**config.mk**
```make
export PLATFORM = sky130hd
export DESIGN_NAME = spi_frame_sequencer_flat
export DESIGN_NICKNAME = d
export VERILOG_FILES = /design/src/rtl/spi_frame_sequencer_if.sv /design/src/rtl/spi_frame_sequencer.sv /design/src/flat_wrapper.sv
export SDC_FILE = /design/constraint.sdc
export NUM_CORES = 1
export LEC_CHECK = 0
export CAP_MARGIN = 20
export CORE_ASPECT_RATIO = 2
export CORE_UTILIZATION = 55
export CTS_CLUSTER_DIAMETER = 60
export DETAILED_ROUTE_END_ITERATION = 10
export PLACE_DENSITY = 0.84
export SLEW_MARGIN = 30
export SYNTH_ARGS = -nofsm -noshare
export SYNTH_HDL_FRONTEND = slang
export SYNTH_SLANG_ARGS = --single-unit
```
**constraint.sdc**
```tcl
create_clock -name sclk -period 2.8 [get_ports sclk]
set_input_delay 0.56 -clock sclk [delete_from_list [all_inputs] [get_ports sclk]]
set_output_delay 0.56 -clock sclk [all_outputs]
set_load 0.01 [all_outputs]
```
**src/rtl/spi_frame_sequencer_if.sv**
```systemverilog
// Bus bundle between the SPI frame sequencer and its surroundings.
// Ports: cs_n/mosi/rd_data into the sequencer; miso, miso_oe, rd_addr,
// wr_addr, wr_data, wr_toggle, busy and addr_err out of it.
interface spi_frame_sequencer_if;
    logic       cs_n;
    logic       mosi;
    logic       miso;
    logic       miso_oe;
    logic [5:0] rd_addr;
    logic [7:0] rd_data;
    logic [5:0] wr_addr;
    logic [7:0] wr_data;
    logic       wr_toggle;
    logic       busy;
    logic       addr_err;

    modport slave (
        input  cs_n, mosi, rd_data,
        output miso, miso_oe, rd_addr, wr_addr, wr_data,
        output wr_toggle, busy, addr_err
    );

    modport master (
        output cs_n, mosi, rd_data,
        input  miso, miso_oe, rd_addr, wr_addr, wr_data,
        input  wr_toggle, busy, addr_err
    );
endinterface

```
**src/rtl/spi_frame_sequencer.sv**
```systemverilog
// SPI register frame sequencer in the sclk domain: command decode, read
// turnaround, burst auto-increment and toggle-published writes.
// Ports: sclk, rst_n (async, active-low), bus (slave modport: cs_n, mosi,
// rd_data in; miso, miso_oe, rd_addr, wr_addr, wr_data, wr_toggle, busy,
// addr_err out).
module spi_frame_sequencer #(
    parameter int NUM_REGS    = 4,
    parameter int DUMMY_BYTES = 1
) (
    input  logic                  sclk,
    input  logic                  rst_n,
    spi_frame_sequencer_if.slave  bus
);

    typedef enum logic [1:0] {
        IDLE,
        DUMMY,
        READ,
        WRITE
    } state_t;

    state_t     state;
    logic [2:0] bit_cnt;
    logic [7:0] shreg;
    logic       burst;
    logic [1:0] dcnt;
    logic       miso_q;
    logic       oe_q;
    logic       busy_q;

    logic [5:0] addr;
    logic [5:0] wa_q;
    logic [7:0] wd_q;
    logic       tog_q;
    logic       aerr_q;

    // Frame logic is also cleared whenever chip select is released.
    logic frm_rst_n;
    assign frm_rst_n = rst_n & ~bus.cs_n;

    logic       byte_done;
    logic [7:0] in_byte;
    logic       addr_ok;
    logic       cmd_ok;
    logic [5:0] addr_nxt;
    logic [7:0] ld_data;
    logic       last_dummy;
    logic       cmd_done;
    logic       dum_done;
    logic       rd_done;
    logic       wr_done;

    always_comb begin
        byte_done  = (bit_cnt == 3'd7);
        in_byte    = {shreg[6:0], bus.mosi};
        addr_ok    = ({1'b0, addr} < 7'(NUM_REGS));
        cmd_ok     = ({1'b0, in_byte[5:0]} < 7'(NUM_REGS));
        addr_nxt   = (addr >= 6'(NUM_REGS - 1)) ? 6'd0 : addr + 6'd1;
        // Out-of-range reads return zero rather than bank garbage.
        ld_data    = addr_ok ? bus.rd_data : 8'h00;
        last_dummy = (dcnt == 2'(DUMMY_BYTES - 1));
        cmd_done   = (state == IDLE)  && byte_done;
        dum_done   = (state == DUMMY) && byte_done && last_dummy;
        rd_done    = (state == READ)  && byte_done;
        wr_done    = (state == WRITE) && byte_done;
    end

    always_ff @(posedge sclk or negedge frm_rst_n) begin
        if (!frm_rst_n) begin
            state   <= IDLE;
            bit_cnt <= 3'd0;
            shreg   <= 8'h00;
            burst   <= 1'b0;
            dcnt    <= 2'd0;
            miso_q  <= 1'b0;
            oe_q    <= 1'b0;
            busy_q  <= 1'b0;
        end else begin
            bit_cnt <= bit_cnt + 3'd1;
            unique case (state)
                IDLE: begin
                    shreg <= in_byte;
                    if (byte_done) begin
                        burst  <= in_byte[6];
                        busy_q <= 1'b1;
                        dcnt   <= 2'd0;
                        state  <= in_byte[7] ? DUMMY : WRITE;
                    end
                end
                DUMMY: begin
                    if (byte_done) begin
                        if (last_dummy) begin
                            shreg  <= ld_data;
                            miso_q <= ld_data[7];
                            oe_q   <= 1'b1;
                            state  <= READ;
                        end else begin
                            dcnt <= dcnt + 2'd1;
                        end
                    end
                end
                READ: begin
                    if (byte_done) begin
                        shreg  <= ld_data;
                        miso_q <= ld_data[7];
                    end else begin
                        shreg  <= {shreg[6:0], 1'b0};
                        miso_q <= shreg[6];
                    end
                end
                WRITE: begin
                    shreg <= in_byte;
                end
            endcase
        end
    end

    // Address and write results survive chip-select release.
    always_ff @(posedge sclk or negedge rst_n) begin
        if (!rst_n) begin
            addr   <= 6'd0;
            wa_q   <= 6'd0;
            wd_q   <= 8'h00;
            tog_q  <= 1'b0;
            aerr_q <= 1'b0;
        end else if (!bus.cs_n) begin
            if (cmd_done) begin
                addr <= in_byte[5:0];
                if (!cmd_ok) aerr_q <= 1'b1;
            end
            if ((dum_done || rd_done) && burst) begin
                addr <= addr_nxt;
            end
            if (wr_done) begin
                if (addr_ok) begin
                    wd_q  <= in_byte;
                    wa_q  <= addr;
                    tog_q <= ~tog_q;
                end else begin
                    aerr_q <= 1'b1;
                end
                if (burst) addr <= addr_nxt;
            end
        end
    end

    assign bus.miso      = miso_q;
    assign bus.miso_oe   = oe_q;
    assign bus.rd_addr   = addr;
    assign bus.wr_addr   = wa_q;
    assign bus.wr_data   = wd_q;
    assign bus.wr_toggle = tog_q;
    assign bus.busy      = busy_q;
    assign bus.addr_err  = aerr_q;

endmodule

```
**src/flat_wrapper.sv**
```systemverilog
// flat-port wrapper written by rule: the top's interface ports become plain ports
module spi_frame_sequencer_flat 
#(
    parameter int NUM_REGS    = 4,
    parameter int DUMMY_BYTES = 1
)
  (sclk, rst_n, bus_cs_n, bus_mosi, bus_rd_data, bus_miso, bus_miso_oe, bus_rd_addr, bus_wr_addr, bus_wr_data, bus_wr_toggle, bus_busy, bus_addr_err);
  spi_frame_sequencer_if bus_i ();
  input  logic sclk;
  input  logic rst_n;
  input wire logic [$bits(bus_i.cs_n)-1:0] bus_cs_n;
  input wire logic [$bits(bus_i.mosi)-1:0] bus_mosi;
  input wire logic [$bits(bus_i.rd_data)-1:0] bus_rd_data;
  output wire logic [$bits(bus_i.miso)-1:0] bus_miso;
  output wire logic [$bits(bus_i.miso_oe)-1:0] bus_miso_oe;
  output wire logic [$bits(bus_i.rd_addr)-1:0] bus_rd_addr;
  output wire logic [$bits(bus_i.wr_addr)-1:0] bus_wr_addr;
  output wire logic [$bits(bus_i.wr_data)-1:0] bus_wr_data;
  output wire logic [$bits(bus_i.wr_toggle)-1:0] bus_wr_toggle;
  output wire logic [$bits(bus_i.busy)-1:0] bus_busy;
  output wire logic [$bits(bus_i.addr_err)-1:0] bus_addr_err;
  assign bus_i.cs_n = bus_cs_n;
  assign bus_i.mosi = bus_mosi;
  assign bus_i.rd_data = bus_rd_data;
  assign bus_miso = bus_i.miso;
  assign bus_miso_oe = bus_i.miso_oe;
  assign bus_rd_addr = bus_i.rd_addr;
  assign bus_wr_addr = bus_i.wr_addr;
  assign bus_wr_data = bus_i.wr_data;
  assign bus_wr_toggle = bus_i.wr_toggle;
  assign bus_busy = bus_i.busy;
  assign bus_addr_err = bus_i.addr_err;
  spi_frame_sequencer #(.NUM_REGS(NUM_REGS), .DUMMY_BYTES(DUMMY_BYTES)) u_core (.sclk(sclk), .rst_n(rst_n), .bus(bus_i));
endmodule
```
# After elaboration in Yosys (flattened, before gate mapping)
# Index checks and enable logic that the tools add are counted.
# totals
regBits,40
out_inout_bits,25
# op_classes
n_bitwise,3
reduce_logical,19
eq_ne,8
order_cmp,3
n_addsub,3
n_mux,27
# ops
cell,count
two-way mux 6 bit,5
two-way mux 7 bit,3
one-hot mux 7 bit (3 select lines),1
two-way mux 2 bit,7
"less-than comparator 6 x 3 -> 1 bit, second input constant",2
AND reduction 3 bit,3
two-way mux 8 bit,1
one-hot mux 2 bit (2 select lines),2
AND reduction 4 bit,2
two-way mux 1 bit,7
"adder 6 x 1 -> 6 bit, second input constant",1
"greater-or-equal comparator 6 x 2 -> 1 bit, second input constant",1
logical AND 1 bit,6
"!= test 2 x 1 -> 1 bit, second input constant",3
"== test 2 bit, second input constant",2
logical NOT 2 bit,2
AND reduction 2 bit,2
nonzero test 2 bit,2
"adder 3 x 1 -> 3 bit, second input constant",1
"== test 3 bit, second input constant",1
"adder 2 x 1 -> 2 bit, second input constant",1
"== test 2 x 1 -> 1 bit, second input constant",1
"!= test 2 bit, second input constant",1
inverter 1 bit,2
other kinds (4),4

# Depth between registers and ports, before layout
# Gate-level depths: netlist of run 1.
# logic_depth
ltp_word,8
depth_mapped,7

# Least setup slack after synthesis of run 1
# Ideal clock, no wire load.
# synth_timing
path_type,reg2reg
startpoint,"register u_core.addr[4], in the netlist u_core.bus.rd_addr[4]"
endpoint,"register u_core.wd_q[2], in the netlist u_core.bus.wr_data[2]"
path_stages_with_launch,5
arrival_ps,1775
t_required_ps,2675
path_slack_ps,900
n_path_buf,1
cell_sequence,dfrtp_1 -> or4_4 -> nor3_4 -> buf_6 -> mux2_2
# synth_between
elab_chain_cells,2
# synth_rtl
element,line_no,source
from (decl),spi_frame_sequencer.sv:31,logic [5:0] addr;
from (signal assigned),spi_frame_sequencer.sv:128,addr <= in_byte[5:0];
from (signal assigned),spi_frame_sequencer.sv:132,addr <= addr_nxt;
from (signal assigned),spi_frame_sequencer.sv:142,if (burst) addr <= addr_nxt;
less-than comparator 6 x 3 -> 1 bit,spi_frame_sequencer.sv:56,"addr_ok = ({1'b0, addr} < 7'(NUM_REGS));"
AND reduction 3 bit (no source line),--,
to (signal assigned),spi_frame_sequencer.sv:136,wd_q <= in_byte;
to (decl),spi_frame_sequencer.sv:33,logic [7:0] wd_q;
# Every way passes these cells.
# A chain may end at the register's enable or synchronous reset.

# Worst setup path in the final report of run 1
# layout_timing
startpoint,register u_core.bit_cnt[0]
endpoint,"register u_core.wd_q[5], in the netlist u_core.bus.wr_data[5]"
# layout_between
elab_chain_cells,3
# layout_rtl
element,line_no,source
from (decl),spi_frame_sequencer.sv:23,logic [2:0] bit_cnt;
from (signal assigned),spi_frame_sequencer.sv:79,bit_cnt <= bit_cnt + 3'd1;
== test 3 bit,spi_frame_sequencer.sv:54,byte_done = (bit_cnt == 3'd7);
logical AND 1 bit,spi_frame_sequencer.sv:65,wr_done = (state == WRITE) && byte_done;
AND reduction 3 bit (no source line),--,
# Every way passes these cells.

==> results.yml, run 1 <==
run_status:
  outcome: "completed"
synthesis:
  synth_edf_count: 0
  ys_seq_elements: 40
  syn_inst: 156
  netlist_area_um2: 1877
  yosysWarningCount: 0
  synth_ff_type: "dfrtp_1"
  syn-num-nets: 177
  synth_cell_types: 43
  syn_area_per_cell_um2: 12.03
  yosysSeqAreaShare: 0.5333
  synth-async-reset-ratio: 1.000
grt:
  grt_max_degree: 23
  grt.total_usage: 0.2636
  grt_pass1_vias: 1501
  grt_antenna_before_repair: 0
  overflow: 0
  grt_pass1_wl_um: 7245
power:
  intPower_uw: 1430
  comb_power_share: 0.358
  p_sw_uw: 717.5
  switching_share: 0.3341
  p_total_uw: 2147
  irDropWorstVdd_uv: 681.3
  power.share.clock: 0.254
  p_per_area_nw_per_um2: 890.2
  total_leakage_power_uw: 0.001118
  power_frac_seq: 0.388
clock_network:
  clkLatencyLatePin_ns: 0.29
  cts_tree: "done"
  clockBufferDepth: 2
  cts_made_buffers: 5
  cts_sinks: 40
  h-tree-depth: 2
  cts-root-buf: "clkbuf_8"
  cts.clk_slew.worst_paths_ns: 0.08
  cts_hold_buffers: 0
  cts_setup_buffers: 0
  cts.repair.resized: 0
timing:
  period_share: 0.8169
  tightest_slew_ns: 0.6743
  fmax_ghz: 0.4372
  relSlewSlack: 0.5463
  hold_viol: 0
  worst_clock_skew_ns: 0.009090
  setup_tns_ns: 0
  setup_viol_count_final: 0
  min_period_ns: 2.287
  slew_viol_final: 0
  rsz0062_at_grt: "false"
die:
  rows: 29
  dieWidth_um: 43.31
  initial_utilization: 0.5878
  core-area_um2: 3193
  chipHeight_um: 84.61
  die_area_um2: 3664
  pin_count: 37
detailed_routing:
  routedWlPerCell_um: 18.86
  vias: 1418
  dr.pass1.iters: 4
  drc_errors: 0
  routed_via_density: 6.192
  drt_iter0_drc: 64
  routed_wl_um: 4320
  ant_nets: 0
layout:
  most-common-layout-cells: "dfrtp_1 (40), clkdlybuf4s50_1 (36), mux2_2 (11)"
  syn2layout_area_growth_pct: 28.53
  drive_gt1_frac: 0.1667
  final_common_cell: "dfrtp_1"
  fin_nets: 219
  antenna_cells: 0
worst_setup_path:
  path_delay_family: "simple AND/OR/NAND/NOR gates"
  worst-setup-path-type: "reg2reg"
  rr_startpoint: "u_core.bit_cnt[0]"
  path_buf_inv: 0
  endpoint_kind: "flop"
  critPathSlowestCell: "nor3_4"
  cp_common_cell: "ha_1"
  reg2reg_depth: 5
  max_stage_delay_ns: 0.55
  startpoint: "u_core.bit_cnt[0]"
  path_depth: 5
  cp_data_required_time_ns: 2.98
  worstPathArrival_ns: 2.47
  path_cells: "ha_1, ha_1, nand2_1, nor3_4, mux2_2"
  critPathMaxFanout: 18
  start_kind: "flop"
job:
  drv_cap: 0
placement:
  gp_congestion: 0.9152
  port-buffer-count: 36
  dp_hpwl_um: 3246
worst_hold_path:
  hold_class: "reg2reg"
  hold_path_depth: 1
  holdCritStartpoint: "u_core.bit_cnt[0]"
==> kinds of logic after synthesis <==
family	Yosys count	share of synthesized area
AO/OA/AOI/OAI	41	0.1633
XOR/XNOR	1	0.004668
adder cells (fa/ha/maj)	9	0.06000
buffers and inverters	16	0.03600
flip-flops	40	0.5333
multiplexers	12	0.07133
AND/OR/NAND/NOR	37	0.1313
==> routing by layer <==
metal  routed length [um]  part of all wire  up-vias  GRT usage
li1                     -                 -      654          -
met2                 2407              0.56       48     0.4613
met4                  104             0.024        0     0.1019
met5                    0                 0        -          0
met3                  181             0.042       13    0.05161
met1                 1627              0.38      703     0.3049
==> cells in the mapped netlist, types with 4 or more instances <==
cell type,number,share of area
a21oi_1,7,0.019
a221o_1,4,0.021
and2_1,6,0.020
and2b_2,4,0.019
clkbuf_1,5,0.010
dfrtp_1,40,0.53
ha_1,9,0.060
inv_1,10,0.020
mux2_2,11,0.066
nand2_1,6,0.012
o21ai_0,6,0.016
==> stage by stage <==
stage          instances  setup slack [ns]  hold WS (ns)  cell area [um^2]    util
4_1_cts              229            0.5063        0.4384              2412  0.7555
6_report             229            0.5126        0.4312              2412  0.7555
3_3_place_gp         222            0.5376        0.4117              2283  0.7151
5_1_grt              229            0.3204        0.4587              2412  0.7555
3_5_place_dp         222            0.4474        0.4283              2283  0.7151
2_1_floorplan        156            0.9004        0.2644              1877       -
==> area by class of cell <==
type                       instances  area [um^2]
fill                             225        780.7
clock inverter                     2        60.06
timing repair buffer              41        397.9
sequential                        40         1001
tap                               31        38.79
multi-input combinational        100        808.3
inverter                          10        37.54
clock buffer                       5        68.82
==> flip-flops by register name, indices dropped and copies added, names as in the netlist <==
register,cells
u_core.shreg,7
u_core.bus.busy,1
u_core.bus.addr_err,1
u_core.state,2
u_core.bus.rd_addr,6
u_core.bus.miso,1
u_core.bus.miso_oe,1
u_core.bit_cnt,3
u_core.burst,1
u_core.bus.wr_data,8
u_core.dcnt,2
u_core.bus.wr_addr,6
u_core.bus.wr_toggle,1
==> path summary, 6_finish.rpt <==
path | to | slack (ns)
max | u_core.bus.wr_data[5] | 0.51
min | u_core.bit_cnt[0] | 0.43
max reg2reg | u_core.bus.wr_data[5] | 0.51
min reg2reg | u_core.bit_cnt[0] | 0.43
max in group asynchronous | u_core.state[1] | 1.66
min in group asynchronous | u_core.bus.wr_data[4] | 0.70
==> power groups by stage <==
stage          clock network, uW  logic, uW  registers, uW
2_1_floorplan                  0        444            824
3_3_place_gp                   0        727            826
3_5_place_dp                   0        753            842
4_1_cts                      551        761            830
5_1_grt                      568        834            851
6_report                     546        769            832
Note: power is estimated with default switching activity, not from simulation.
==> inputs of run 2 (changes only) <==
Settings changed: CORE_UTILIZATION 55 to 46, PLACE_DENSITY 0.84 to 0.75.
Clock period 2.8 ns to 2.1 ns, I/O delays scaled along.
==> run 2 against run 1 <==
  * Via count increased by 4.7%
  * Largest cell class unchanged
  * Critical endpoint is now u_core.bus.rd_addr[1]
  * Sequential share of layout area shrank 1.1 points
  * Final area increased by 2.8%
  * Sequential power grew 35%
==> results.yml, run 2 (synthesized netlist as in run 1, its figures left out) <==
timing:
  rsz0062_at_grt: "false"
  holdWs_ns: 0.4364
  worst_clock_skew_ns: 0.009760
  setup_tns_ns: 0
  hold_viol: 0
  fmax_ghz: 0.5198
  slew_viol_final: 0
  period_share: 0.9161
  setup_viol_count_final: 0
  tightest_slew_ns: 0.5448
  relSlewSlack: 0.6346
  worst_slack_ns: 0.1762
  min_period_ns: 1.924
placement:
  pre_cts_ws_ns: 0.1985
  gp_congestion: 0.9207
  dp_hpwl_um: 3424
  dp_cells: 250
  port-buffer-count: 36
  dpl_cell_area_um2: 2369
die:
  chipHeight_um: 92.33
  initial_utilization: 0.4832
  pin_count: 37
  dieWidth_um: 47.17
  die_area_um2: 4355
  core-area_um2: 3884
  rows: 32
grt:
  grt_antenna_before_repair: 0
  grt.total_usage: 0.2330
  grt_pass1_wl_um: 7238
  grt_pass1_vias: 1592
  overflow: 0
  grt_max_degree: 23
clock_network:
  cts_setup_buffers: 0
  cts.repair.resized: 0
  cts.clk_slew.worst_paths_ns: 0.08
  cts-root-buf: "clkbuf_8"
  cts_made_buffers: 5
  h-tree-depth: 2
  cts_tree: "done"
  clockBufferDepth: 2
  cts_sinks: 40
  clkLatencyLatePin_ns: 0.30
  cts_hold_buffers: 0
power:
  p_per_area_nw_per_um2: 1133
  p_sw_uw: 985.6
  comb_power_share: 0.379
  switching_share: 0.3507
  total_leakage_power_uw: 0.001148
  irDropWorstVdd_uv: 946.4
  power_frac_seq: 0.398
  power.share.clock: 0.223
  intPower_uw: 1825
worst_setup_path:
  worst-setup-path-type: "reg2reg"
  path_cells: "ha_1, ha_1, buf_4, nand2_1, o31a_1, a221o_1"
  path_delay_family: "compound AO/OA/AOI/OAI gates"
  max_stage_delay_ns: 0.38
  start_kind: "flop"
  path_buf_inv: 1
  cp_common_cell: "ha_1"
  critPathMaxFanout: 17
  critPathSlowestCell: "o31a_1"
  worstPathArrival_ns: 2.10
  endpoint_kind: "flop"
  cp_data_required_time_ns: 2.27
detailed_routing:
  routedWlPerCell_um: 17.22
  routed_wl_um: 4444
  drt_iter0_drc: 29
  routed_via_density: 5.756
  drc_errors: 0
  ant_nets: 0
  dr.pass1.iters: 4
  vias: 1485
run_status:
  outcome: "completed"
layout:
  final_common_cell: "dfrtp_1"
  most-common-layout-cells: "dfrtp_1 (40), clkdlybuf4s50_1 (36), buf_4 (13)"
  largest_reg_flops: 8
  num-fill-cells: 328
  antenna_cells: 0
  drive_gt1_frac: 0.2029
  fin_nets: 227
  stdcell_area_um2: 2480
  syn2layout_area_growth_pct: 32.13
  finalNonFillerCells: 258
job:
  drv_cap: 0
worst_hold_path:
  hold_class: "reg2reg"
run 2: cell count changes in the layout (fill, tap and decap cells not counted), sizes merged:
cell,previous run,this run
clkinvlp,0,1
buf,5,13
clkinv,0,1
bufinv,2,1
run 2: path summary, 6_finish.rpt:
check,start,endpoint,slack [ns],cells after the start
setup / recovery,u_core.bit_cnt[0],u_core.bus.rd_addr[1],0.18,6
setup reg to reg,u_core.bit_cnt[0],u_core.bus.rd_addr[1],0.18,6
hold / removal,u_core.bit_cnt[0],u_core.bit_cnt[0],0.44,1
min in group asynchronous,rst_n,u_core.bus.wr_data[6],0.54,2
hold reg to reg,u_core.bit_cnt[0],u_core.bit_cnt[0],0.44,1
max in group asynchronous,bus_cs_n,u_core.bit_cnt[1],1.08,4
run 2: power by group through the flow:
stage                     sequential [uW]  clock, uW  combinational (uW)
final                                1120        626                1070
after global routing                 1140        654                1180
after CTS                            1110        632                1070
after detailed placement             1130          0                1060
after global placement               1110          0                1020
after floorplan                      1100          0                 592
run 2: metal layers:
| layer | wire (um) | GRT usage | share of wire |
|---|---|---|---|
| met5 | 0 | 0 | 0 |
| met1 | 1609 | 0.2545 | 0.36 |
| met3 | 176 | 0.04094 | 0.040 |
| met4 | 168 | 0.1214 | 0.038 |
| met2 | 2489 | 0.3993 | 0.56 |
run 2: cell type report:
class                           instances  area [um^2]  area share
Clock buffer                            5        68.82     0.02775
Clock inverter                          3        42.54     0.01715
Inverter                               10        37.54     0.01514
Multi-Input combinational cell        100        808.3      0.3259
Sequential cell                        40         1001      0.4036
Tap cell                               51        63.81     0.02573
Timing Repair Buffer                   49        457.9      0.1847
run 2: stage by stage:
stage / utilization / total power [uW]
final: 0.6385 / 2811
after floorplan: - / 1691
after global placement: 0.6099 / 2128
after CTS: 0.6385 / 2813
after detailed placement: 0.6099 / 2188
after global routing: 0.6385 / 2971
run 2: worst register-to-register path: stages, from the launching register on:
cell and delay (ns):
dfrtp_1 0.36, ha_1 0.15, ha_1 0.19, buf_4 0.22
nand2_1 0.14, o31a_1 0.38, a221o_1 0.37
